`config.mk`:
```
export PLATFORM = sky130hd
export DESIGN_NAME = univ_shift_reg
export DESIGN_NICKNAME = d
export VERILOG_FILES = /design/src/rtl/shift_pkg.sv /design/src/rtl/shift_frame_cnt.sv /design/src/rtl/univ_shift_reg.sv
export SDC_FILE = /design/constraint.sdc
export NUM_CORES = 1
export LEC_CHECK = 0
export CAP_MARGIN = 15
export CORE_MARGIN = 4
export CORE_UTILIZATION = 39
export CTS_CLUSTER_DIAMETER = 80
export DETAILED_ROUTE_END_ITERATION = 10
export GPL_ROUTABILITY_DRIVEN = 0
export PLACE_DENSITY_LB_ADDON = 0.12
export SYNTH_ARGS = -nofsm -noshare
export SYNTH_HDL_FRONTEND = slang
export SYNTH_HIERARCHICAL = 1
export SYNTH_SLANG_ARGS = --single-unit
export TNS_END_PERCENT = 5
```
`constraint.sdc`:
```
create_clock -name clk -period 1.85 [get_ports clk]
set_clock_uncertainty 0.2 [all_clocks]
set_input_delay 0.37 -clock clk [delete_from_list [all_inputs] [get_ports clk]]
set_output_delay 0.37 -clock clk [all_outputs]
set_load 0.005 [all_outputs]
```
`src/rtl/shift_pkg.sv`:
```
// Shared constants and helpers for the universal shift register block.
package shift_pkg;

    // Operation select codes sampled on each enabled clock edge.
    localparam logic [2:0] MODE_HOLD  = 3'b000;
    localparam logic [2:0] MODE_SHL   = 3'b001;
    localparam logic [2:0] MODE_SHR   = 3'b010;
    localparam logic [2:0] MODE_ROL   = 3'b011;
    localparam logic [2:0] MODE_ROR   = 3'b100;
    localparam logic [2:0] MODE_LOAD  = 3'b101;
    localparam logic [2:0] MODE_CLEAR = 3'b110;
    localparam logic [2:0] MODE_RSVD  = 3'b111;

    // Width of a counter able to hold 0..width.
    function automatic int unsigned cnt_w(input int unsigned width);
        return $clog2(width + 1);
    endfunction

endpackage

```
`src/rtl/shift_frame_cnt.sv`:
```
// Shift counter for the universal shift register: counts shifts since the last
// restart and emits a one-cycle frame_done pulse when a full frame has shifted.
module shift_frame_cnt
    import shift_pkg::*;
#(
    parameter int unsigned WIDTH = 8
) (
    input  logic                      clk,
    input  logic                      rst,
    input  logic                      shift,
    input  logic                      restart,
    output logic [cnt_w(WIDTH)-1:0]   bit_cnt,
    output logic                      frame_done
);

    localparam int unsigned     CW   = cnt_w(WIDTH);
    localparam logic [CW-1:0]   LAST = CW'(WIDTH - 1);

    logic [CW-1:0] cnt_d;
    logic          done_d;

    // Next count: restart beats a would-be frame wrap; the pulse only follows a wrap.
    always_comb begin
        cnt_d  = bit_cnt;
        done_d = 1'b0;
        if (restart) begin
            cnt_d = '0;
        end else if (shift) begin
            if (bit_cnt == LAST) begin
                cnt_d  = '0;
                done_d = 1'b1;
            end else begin
                cnt_d = bit_cnt + CW'(1);
            end
        end
    end

    // Counter and pulse registers; reset drops any partial frame silently.
    always_ff @(posedge clk) begin
        if (rst) begin
            bit_cnt    <= '0;
            frame_done <= 1'b0;
        end else begin
            bit_cnt    <= cnt_d;
            frame_done <= done_d;
        end
    end

endmodule

```
`src/rtl/univ_shift_reg.sv`:
```
// Universal shift register: hold, shift, rotate, load and clear selected per cycle,
// with a frame counter that pulses after every WIDTH shifts.
module univ_shift_reg
    import shift_pkg::*;
#(
    parameter int unsigned          WIDTH     = 8,
    parameter logic [WIDTH-1:0]     RESET_VAL = '0
) (
    input  logic                      clk,
    input  logic                      rst,
    input  logic                      en,
    input  logic [2:0]                mode,
    input  logic                      ser_in_lsb,
    input  logic                      ser_in_msb,
    input  logic [WIDTH-1:0]          par_in,
    output logic [WIDTH-1:0]          par_out,
    output logic                      ser_out_msb,
    output logic                      ser_out_lsb,
    output logic [cnt_w(WIDTH)-1:0]   bit_cnt,
    output logic                      frame_done
);

    logic [WIDTH-1:0] shreg_q;
    logic [WIDTH-1:0] shreg_d;
    logic             shift_stb;
    logic             restart_stb;

    // Datapath next state and counter strobes; en=0 and HOLD/reserved keep everything.
    always_comb begin
        shreg_d     = shreg_q;
        shift_stb   = 1'b0;
        restart_stb = 1'b0;
        if (en) begin
            case (mode)
                MODE_SHL: begin
                    shreg_d   = {shreg_q[WIDTH-2:0], ser_in_lsb};
                    shift_stb = 1'b1;
                end
                MODE_SHR: begin
                    shreg_d   = {ser_in_msb, shreg_q[WIDTH-1:1]};
                    shift_stb = 1'b1;
                end
                MODE_ROL: begin
                    shreg_d   = {shreg_q[WIDTH-2:0], shreg_q[WIDTH-1]};
                    shift_stb = 1'b1;
                end
                MODE_ROR: begin
                    shreg_d   = {shreg_q[0], shreg_q[WIDTH-1:1]};
                    shift_stb = 1'b1;
                end
                MODE_LOAD: begin
                    shreg_d     = par_in;
                    restart_stb = 1'b1;
                end
                MODE_CLEAR: begin
                    shreg_d     = RESET_VAL;
                    restart_stb = 1'b1;
                end
                default: begin
                    // HOLD and the reserved code leave state untouched.
                end
            endcase
        end
    end

    // Register state; synchronous reset dominates enable and mode.
    always_ff @(posedge clk) begin
        if (rst) begin
            shreg_q <= RESET_VAL;
        end else begin
            shreg_q <= shreg_d;
        end
    end

    assign par_out     = shreg_q;
    assign ser_out_msb = shreg_q[WIDTH-1];
    assign ser_out_lsb = shreg_q[0];

    shift_frame_cnt #(
        .WIDTH (WIDTH)
    ) u_frame_cnt (
        .clk        (clk),
        .rst        (rst),
        .shift      (shift_stb),
        .restart    (restart_stb),
        .bit_cnt    (bit_cnt),
        .frame_done (frame_done)
    );

endmodule
```
==> impl_metrics.tcl, run 1 <==
set metrics [dict create \
    leakage_nw 0.461 \
    clkLatencyLatePin_ns 0.28 \
    num_rows 16 \
    clkTransAtPathRegs_ns 0.08 \
    post_cts.repair.setup_buffers 0 \
    core_mm2 0.00200 \
    grt_pass1_wl_mm 3.77 \
    synth-async-reset-ratio 0 \
    critPathMaxFanout 5 \
    via_count 899 \
    status "finished, final reports clean" \
    worstPathRequired_ns 1.82 \
    yosysWarningCount 6 \
    dieHeight_um 54.4 \
    via_per_inst 5.73 \
    most-common-layout-cells "clkdlybuf4s50_1, buf_4, dfxtp_1, a31oi_1" \
    worstHoldPathType "register to register" \
    final.min_clock_period_ns 1.80 \
    clockBufferDepth 2 \
    cts.sinks 13 \
    grt_max_degree 16 \
    endpoint_kind "register" \
    synthesis.area_um2 841 \
    vdd_drop_max_uv 361 \
    place_inst 153 \
    cp_slowest_cell "clkdlybuf4s50_1" \
    synth_cells 92 \
    power_density_mw_per_mm2 560 \
    setup_viol 0 \
    synth_ff_type "dfxtp_1" \
    firstDrtPassIters 4 \
    antenna_left 0 \
    dp_slack_ns -0.296 \
    grt-ovfl-total 0 \
    port_buffers 30 \
    dp_hpwl_mm 1.70 \
    postPlaceCellArea_mm2 0.00122 \
    final_common_cell "clkdlybuf4s50_1" \
    multi_input_area_um2 517 \
    synth_nets 109 \
    maxSlewViolCount 0 \
    path_class "primary input to register" \
    maxCapViolCount 0 \
    route.detailed.drc 0 \
    setup_ws_ns 0.0474 \
    relSlewSlack 0.832 \
    synth_cell_type_count 39 \
    die_w_um 54.4 \
    cpLargestDelayFamily "simple AND/OR/NAND/NOR gates" \
    cts_tree "built" \
    syn_to_final_growth_pct 50.3 \
    design_area_mm2 0.00126 \
    synth.avg_cell_area_um2 9.14 \
    clockRootBuffer "clkbuf_4" \
    totalWireLength_mm 2.28 \
    fill_cells 186 \
    max_clock_freq_mhz 555 \
    initial_core_util 0.420 \
    stdcell_count 157 \
    grt_usage 0.177 \
    first_global_vias 801 \
    tightest_slew_ns 0.253 \
    worst_path_largest_cell_delay_ns 0.41 \
    cts_buffers 3 \
    rsz0062_at_grt "true" \
    finalCritPeriodShare 0.974 \
    register_area_um2 263 \
    cp.arrival_ns 1.77 \
    synth_edf_count 0 \
    nNetsFinal 148 \
    die_area_mm2 0.00296 \
    seq_area_frac_synth 0.310 \
    ys_ff_latch 13 \
    detail_route.iter0.violations 19 \
    cp_num_buf_inv 1 \
    crit_chain "clkdlybuf4s50_1 -> or3_1 -> and3_4 -> nand4_2 -> mux2_1" \
    fin_tns_setup_ns 0 \
    cts-htree-levels 1 \
    n_antenna_cell 0 \
    io_pins 31 \
    antenna_found_initial 0 \
    hold_viol 0 \
    cp-start-kind "primary input" \
    drive_gt1_frac 0.238 \
    wl_per_cell_um 14.5 \
]
==> power breakdown <==
group	total [W]	internal, W	switching (W)
clock	0.000184	0.0000836	0.000101
combinational	0.000208	0.000126	0.0000819
sequential	0.000316	0.000297	0.0000188
==> area by class of cell <==
cell class / count / share of cell area
multi-input combinational: 66 / 0.409
tap: 27 / 0.0267
inverter: 1 / 0.00297
sequential: 13 / 0.208
clock buffer: 4 / 0.0208
timing repair buffer: 46 / 0.333
==> flip-flops by register name, summed over array words and instances (netlist names) <==
register and flops:
u_frame_cnt/bit_cnt 4, u_frame_cnt/frame_done 1, par_out 8
==> stage by stage <==
stage	hold slack, ns	util	power (W)
floorplan	0.332	-	0.000417
global placement	0.344	0.609	0.000519
detailed placement	0.364	0.609	0.000522
CTS	0.379	0.623	0.000712
global route	0.392	0.631	0.000753
finish	0.354	0.631	0.000708
==> metal layers <==
| layer | GRT usage | share of wire | wire, um | vias to the layer above |
|---|---|---|---|---|
| li1 | - | - | - | 444 |
| met3 | 0.0245 | 0.060 | 137 | 2 |
| met2 | 0.263 | 0.47 | 1070 | 26 |
| met4 | 0.0747 | 0.0057 | 13 | 0 |
| met1 | 0.252 | 0.47 | 1060 | 427 |
| met5 | 0 | 0 | 0 | - |
==> cell usage after synthesis, types with 2 or more instances <==
library cell / instances / area share
buf_4: 2 / 0.018
buf_1: 2 / 0.0089
clkbuf_1: 5 / 0.022
nor2_1: 2 / 0.0089
dfxtp_1: 13 / 0.31
nand2b_1: 3 / 0.022
o21ai_0: 7 / 0.042
nor3b_1: 3 / 0.027
a311oi_1: 6 / 0.062
buf_6: 3 / 0.040
o21a_1: 2 / 0.018
o221ai_1: 6 / 0.062
a31oi_1: 8 / 0.060
nand2_1: 2 / 0.0089
or3_1: 2 / 0.015
a21oi_1: 3 / 0.018
==> worst register-to-register path, stage by stage (launching register included) <==
cell and delay, ns:
dfxtp_1 0.40, inv_1 0.09, o31a_1 0.31, a311oi_2 0.24
==> cells by family after synthesis <==
kind of cell,Yosys count,share of synthesized area
AOI/OAI and AO/OA,37,0.332
xor gates and xnor gates,1,0.0104
adders and majority gates,1,0.0149
buffers and inverters,13,0.0937
DFF,13,0.310
muxes,2,0.0253
and+or+nand+nor,25,0.214
==> what timing repair did <==
item	in CTS	in global routing
endpoints found under the setup margin	0	7
resized for setup	0	7
hold buffers	0	0
==> final timing paths <==
path         slack, ns                   start                      to  cells after the start
min reg2reg       0.35  u_frame_cnt/bit_cnt[0]  u_frame_cnt/bit_cnt[0]                      2
max               0.05                 mode[0]  u_frame_cnt/bit_cnt[3]                      5
max reg2reg       0.53              par_out[0]              par_out[7]                      3
min               0.35  u_frame_cnt/bit_cnt[0]  u_frame_cnt/bit_cnt[0]                      2
(Power assumes the default switching activity.)
==> run 2: changes to the inputs <==
Settings changed: SETUP_SLACK_MARGIN set to 0.4.
==> run 2 against run 1 <==
Net effect: first-iteration DRC count grew 11%; critical endpoint is now par_out[1]; clock power is essentially flat; count of clock-buffer cells in the layout is the same; utilization grew 5.4 points; largest cell class unchanged.
==> impl_metrics.tcl, run 2 (synthesis gave the netlist of run 1 again) <==
set metrics [dict create \
    maxSlewViolCount 0 \
    via_per_inst 5.67 \
    cts.sinks 13 \
    dp_slack_ns -0.296 \
    most-common-layout-cells "buf_4, clkdlybuf4s50_1, dfxtp_2, dlygate4sd2_1, a31oi_1" \
    route.detailed.drc 0 \
    via_count 958 \
    grt-ovfl-total 0 \
    power_density_mw_per_mm2 532 \
    path_class "register to output port" \
    r2r_start "par_out[0]" \
    nNetsFinal 160 \
    endpoint_kind "output port" \
    core_mm2 0.00200 \
    setup_ws_ns 0.162 \
    finalCritPeriodShare 0.912 \
    whs_path_depth 2 \
    cp_slowest_cell "clkdlybuf4s50_1" \
    critPathMaxFanout 2 \
    syn_to_final_growth_pct 63.2 \
    vdd_drop_max_uv 360 \
    worstHoldPathType "register to register" \
    grt_pass1_wl_mm 4.17 \
    cts-htree-levels 1 \
    clockRootBuffer "clkbuf_4" \
    port_buffers 30 \
    cp_num_buf_inv 1 \
    clkTransAtPathRegs_ns 0.09 \
    clkPwrFrac 0.255 \
    hold_viol 0 \
    leakage_nw 0.576 \
    cts_tree "built" \
    dp_hpwl_mm 1.70 \
    die_w_um 54.4 \
    ctsHoldBuffers 0 \
    cp-start-kind "register" \
    cpLargestDelayFamily "buffers and inverters" \
    antenna_left 0 \
    first_global_vias 917 \
    initial_core_util 0.420 \
    n_antenna_cell 0 \
    fill_cells 176 \
    worstPathRequired_ns 1.28 \
    detail_route.iter0.violations 21 \
    relSlewSlack 0.850 \
    grt_usage 0.193 \
    clockBufferDepth 2 \
    maxCapViolCount 0 \
    swShare 0.288 \
    clkLatencyLatePin_ns 0.28 \
    p_int_w 0.000520 \
    wl_per_cell_um 14.7 \
    r2r_slack_ns 0.33 \
    firstDrtPassIters 4 \
    die_area_mm2 0.00296 \
    final_common_cell "buf_4" \
    tightest_slew_ns 0.223 \
    pwr-share-seq 0.421 \
    r2r-end "par_out[7]" \
    combPwrFrac 0.324 \
    cts_buffers 3 \
    drive_gt1_frac 0.387 \
    totalWireLength_mm 2.49 \
    dieHeight_um 54.4 \
    setup_viol 0 \
    grt_max_degree 16 \
    status "finished, final reports clean" \
    crit_chain "clkdlybuf4s50_1" \
    worst_path_largest_cell_delay_ns 0.50 \
    min_to "par_out[6]" \
    final.min_clock_period_ns 1.69 \
    worst-r2r-cell-count 6 \
    largest_reg_flops 8 \
    hold_start "par_out[6]" \
    cp.arrival_ns 1.12 \
    worst_hold_slack_ns 0.381 \
    rsz0062_at_grt "true" \
    power.switching_w 0.000210 \
    io_pins 31 \
    fin_util 0.686 \
    max_clock_freq_mhz 593 \
    antenna_found_initial 0 \
    num_rows 16 \
]
## run 2: cell count changes in the layout (fill, tap and decap cells not counted), sizes merged
cell           change
buf               +12
dlymetal6s2s       +1
dlygate4sd2        +9
clkdlybuf4s50     -10
## run 2: per-layer routing
metal | vias up | GRT usage | part of all wire
li1 | 467 | - | -
met1 | 454 | 0.262 | 0.44
met2 | 35 | 0.299 | 0.49
met3 | 2 | 0.0245 | 0.064
met4 | 0 | 0.0913 | 0.0052
met5 | - | 0 | 0
## run 2: tightest hold or removal path: stages, from the launching register on
cell	delay, ns
dfxtp_2	0.34
a31oi_1	0.15
a311oi_1	0.06
## run 2: stage by stage
step,setup TNS [ns],power (W),instance area [um2],instances
2_1_floorplan,-0.0788,0.000417,841,92
3_3_place_gp,-2.22,0.000519,1220,153
3_5_place_dp,-2.41,0.000522,1220,153
4_1_cts,0,0.000738,1370,169
5_1_grt,0,0.000774,1370,169
6_report,0,0.000730,1370,169
## run 2: worst max path at each step
stage / cells after the start / startpoint / end
2_1_floorplan: 7 / mode[2] / u_frame_cnt/bit_cnt[3]
3_3_place_gp: 5 / mode[0] / u_frame_cnt/bit_cnt[3]
3_5_place_dp: 5 / mode[0] / u_frame_cnt/bit_cnt[3]
4_1_cts: 1 / u_frame_cnt/bit_cnt[0] / bit_cnt[0]
5_1_grt: 1 / par_out[1] / par_out[1]
6_report: 1 / par_out[1] / par_out[1]
## run 2: timing repair
item | 4_1_cts | 5_1_grt
pin swaps | 3 | 0
resized for setup | 30 | 1
hold endpoints to repair | 0 | 0
setup buffers | 12 | 0
endpoints found under the setup margin | 28 | 28
## run 2: layout make-up
cell class / instances / area (um2) / share of cell area
multi-input combinational: 66 / 527 / 0.384
timing repair buffer: 58 / 502 / 0.366
sequential: 13 / 280 / 0.204
tap: 27 / 33.8 / 0.0246
clock buffer: 4 / 26.3 / 0.0191
inverter: 1 / 3.75 / 0.00273
## run 2: power by group through the flow
stage / logic (W) / clock network [W] / registers, W
final: 0.000236 / 0.000186 / 0.000308
after detailed placement: 0.000201 / 0 / 0.000321
after global placement: 0.000198 / 0 / 0.000321
after CTS: 0.000236 / 0.000195 / 0.000307
after global routing: 0.000259 / 0.000205 / 0.000310
after floorplan: 0.0000978 / 0 / 0.000319
==> run 3: changes to the inputs <==
Settings changed: ABC_AREA set to 1, CORE_UTILIZATION 39 to 42.
Clock period 1.85 ns to 1.91 ns, I/O delays scaled along.
==> run 3 against run 2 <==
Net effect: via count shrank 1.6%; utilization grew 1.4 points; total power shrank 8.3%; largest power group unchanged; cell count grew 15%; die area shrank 9.7%.
==> impl_metrics.tcl, run 3 <==
set metrics [dict create \
    worstPathRequired_ns 1.33 \
    via_per_inst 4.84 \
    cpLargestDelayFamily "buffers and inverters" \
    whs_path_depth 2 \
    port_buffers 30 \
    combPwrFrac 0.291 \
    yosysTopAreaCellShare 0.324 \
    leakage_nw 0.571 \
    ctsHoldBuffers 0 \
    io_pins 31 \
    cp.arrival_ns 1.15 \
    synth_cells 128 \
    cp-start-kind "register" \
    cts.sinks 13 \
    synth_nets 145 \
    fill_cells 167 \
    synth-async-reset-ratio 0 \
    clkPwrFrac 0.257 \
    largest_reg_flops 8 \
    cts_tree "built" \
    postPlaceCellArea_mm2 0.00117 \
    initial_core_util 0.455 \
    vdd_drop_max_uv 513 \
    path_class "register to output port" \
    core_mm2 0.00176 \
    route.detailed.drc 0 \
    clkLatencyLatePin_ns 0.28 \
    yosysWarningCount 6 \
    cp_slowest_cell "clkdlybuf4s50_1" \
    wl_per_cell_um 11.3 \
    die_w_um 51.7 \
    worst-r2r-cell-count 5 \
    rsz0062_at_grt "true" \
    worst_path_largest_cell_delay_ns 0.51 \
    synthTopCellsByCount "nand2_1, nor2_1, o21ai_0" \
    grt-ovfl-total 0 \
    power.switching_w 0.000195 \
    nNetsFinal 188 \
    antenna_found_initial 0 \
    relSlewSlack 0.807 \
    design_area_mm2 0.00123 \
    maxCapViolCount 0 \
    cts_buffers 3 \
    ys_ff_latch 13 \
    power_density_mw_per_mm2 542 \
    dieHeight_um 51.7 \
    p_int_w 0.000474 \
    finalCritPeriodShare 0.906 \
    fin_tns_setup_ns 0 \
    hold_viol 0 \
    critPathMaxFanout 4 \
    yosys-top-cells-area "dfxtp_1, nand2_1, o21ai_0" \
    antenna_left 0 \
    dp_hpwl_mm 1.67 \
    synth_edf_count 0 \
    min_to "u_frame_cnt/frame_done" \
    pwr-share-seq 0.452 \
    syn_to_final_growth_pct 53.7 \
    totalWireLength_mm 2.21 \
    cts-htree-levels 1 \
    clkTransAtPathRegs_ns 0.08 \
    die_area_mm2 0.00268 \
    grt_pass1_wl_mm 3.84 \
    synth_cell_type_count 20 \
    setup_viol 0 \
    swShare 0.292 \
    synth_ff_type "dfxtp_1" \
    grt_max_degree 16 \
    max_clock_freq_mhz 578 \
    crit_chain "clkdlybuf4s50_1" \
    status "finished, final reports clean" \
    worst_hold_slack_ns 0.337 \
    num_rows 15 \
    most-common-layout-cells "nand2_1, clkdlybuf4s50_1, nor2_1, o21ai_0, inv_1" \
    tightest_slew_ns 0.288 \
    drive_gt1_frac 0.206 \
    clockBufferDepth 2 \
    synth.avg_cell_area_um2 6.28 \
    r2r-end "u_frame_cnt/bit_cnt[0]" \
    r2r_slack_ns 0.60 \
    r2r_start "u_frame_cnt/bit_cnt[0]" \
    synthesis.area_um2 803 \
    hold_start "u_frame_cnt/bit_cnt[2]" \
    seq_area_frac_synth 0.324 \
    synth_largest_area_cell "dfxtp_1" \
    crit_path_start "u_frame_cnt/bit_cnt[2]" \
    maxSlewViolCount 0 \
    n_antenna_cell 0 \
    via_count 943 \
    grt_usage 0.189 \
    final.min_clock_period_ns 1.73 \
    detail_route.iter0.violations 17 \
    first_global_vias 863 \
    cp_num_buf_inv 1 \
    synthMostInstantiatedCell "nand2_1" \
    clockRootBuffer "clkbuf_4" \
    worstHoldPathType "register to register" \
    firstDrtPassIters 4 \
    endpoint_kind "output port" \
    final_common_cell "nand2_1" \
]
## run 3: timing repair
item / CTS / global route
endpoints found under the setup margin: 28 / 27
gates resized for setup: 13 / 3
pin swaps: 1 / 0
buffers inserted: 3 / 0
## run 3: worst register-to-register path, cell delays in order, from the launching register on
cell and delay [ns]:
dfxtp_2 0.34, buf_4 0.12, ha_1 0.19, nand3_2 0.13, o21ai_2 0.17, nor2_1 0.06
## run 3: layout make-up
type | instances | area (um2) | share of cell area
inverters | 18 | 67.6 | 0.0547
well taps | 25 | 31.3 | 0.0253
multi-input cells | 94 | 452 | 0.366
clock buffers | 4 | 26.3 | 0.0213
repair buffers | 41 | 384 | 0.311
flip-flops and latches | 13 | 274 | 0.222
## run 3: kinds of logic after synthesis
kind of cell | synth area share
compound gates | 0.154
simple gates | 0.379
fa+ha+maj | 0.0156
xor+xnor | 0.0109
buf+inv | 0.117
flops | 0.324
## run 3: worst max-delay path by stage
stage | end | slack [ns] | cells past startpoint
6_report | bit_cnt[2] | 0.18 | 1
5_1_grt | par_out[4] | 0.14 | 1
4_1_cts | par_out[7] | 0.17 | 1
3_5_place_dp | u_frame_cnt/bit_cnt[0] | -0.17 | 9
3_3_place_gp | u_frame_cnt/bit_cnt[0] | -0.13 | 9
2_1_floorplan | u_frame_cnt/bit_cnt[3] | 0.43 | 8
## run 3: power by group through the flow
stage | clock [W] | sequential, W | combinational, W
2_1_floorplan | 0 | 0.000311 | 0.0000885
4_1_cts | 0.000178 | 0.000302 | 0.000195
3_3_place_gp | 0 | 0.000312 | 0.000186
6_report | 0.000172 | 0.000302 | 0.000195
5_1_grt | 0.000187 | 0.000306 | 0.000220
3_5_place_dp | 0 | 0.000312 | 0.000188
## run 3: metal layers
metal / up-vias / part of all wire / GRT usage
li1: 487 / - / -
met1: 406 / 0.45 / 0.254
met2: 48 / 0.46 / 0.305
met3: 2 / 0.075 / 0.0229
met4: 0 / 0.0099 / 0.0786
met5: - / 0 / 0
## run 3: per-stage QoR
| stage | total power [W] | instances | utilization | setup slack, ns |
|---|---|---|---|---|
| detailed placement | 0.000500 | 188 | 0.662 | -0.173 |
| global route | 0.000714 | 195 | 0.700 | 0.141 |
| global placement | 0.000497 | 188 | 0.662 | -0.133 |
| floorplan | 0.000400 | 128 | - | 0.433 |
| CTS | 0.000676 | 195 | 0.697 | 0.172 |
| finish | 0.000669 | 195 | 0.700 | 0.180 |
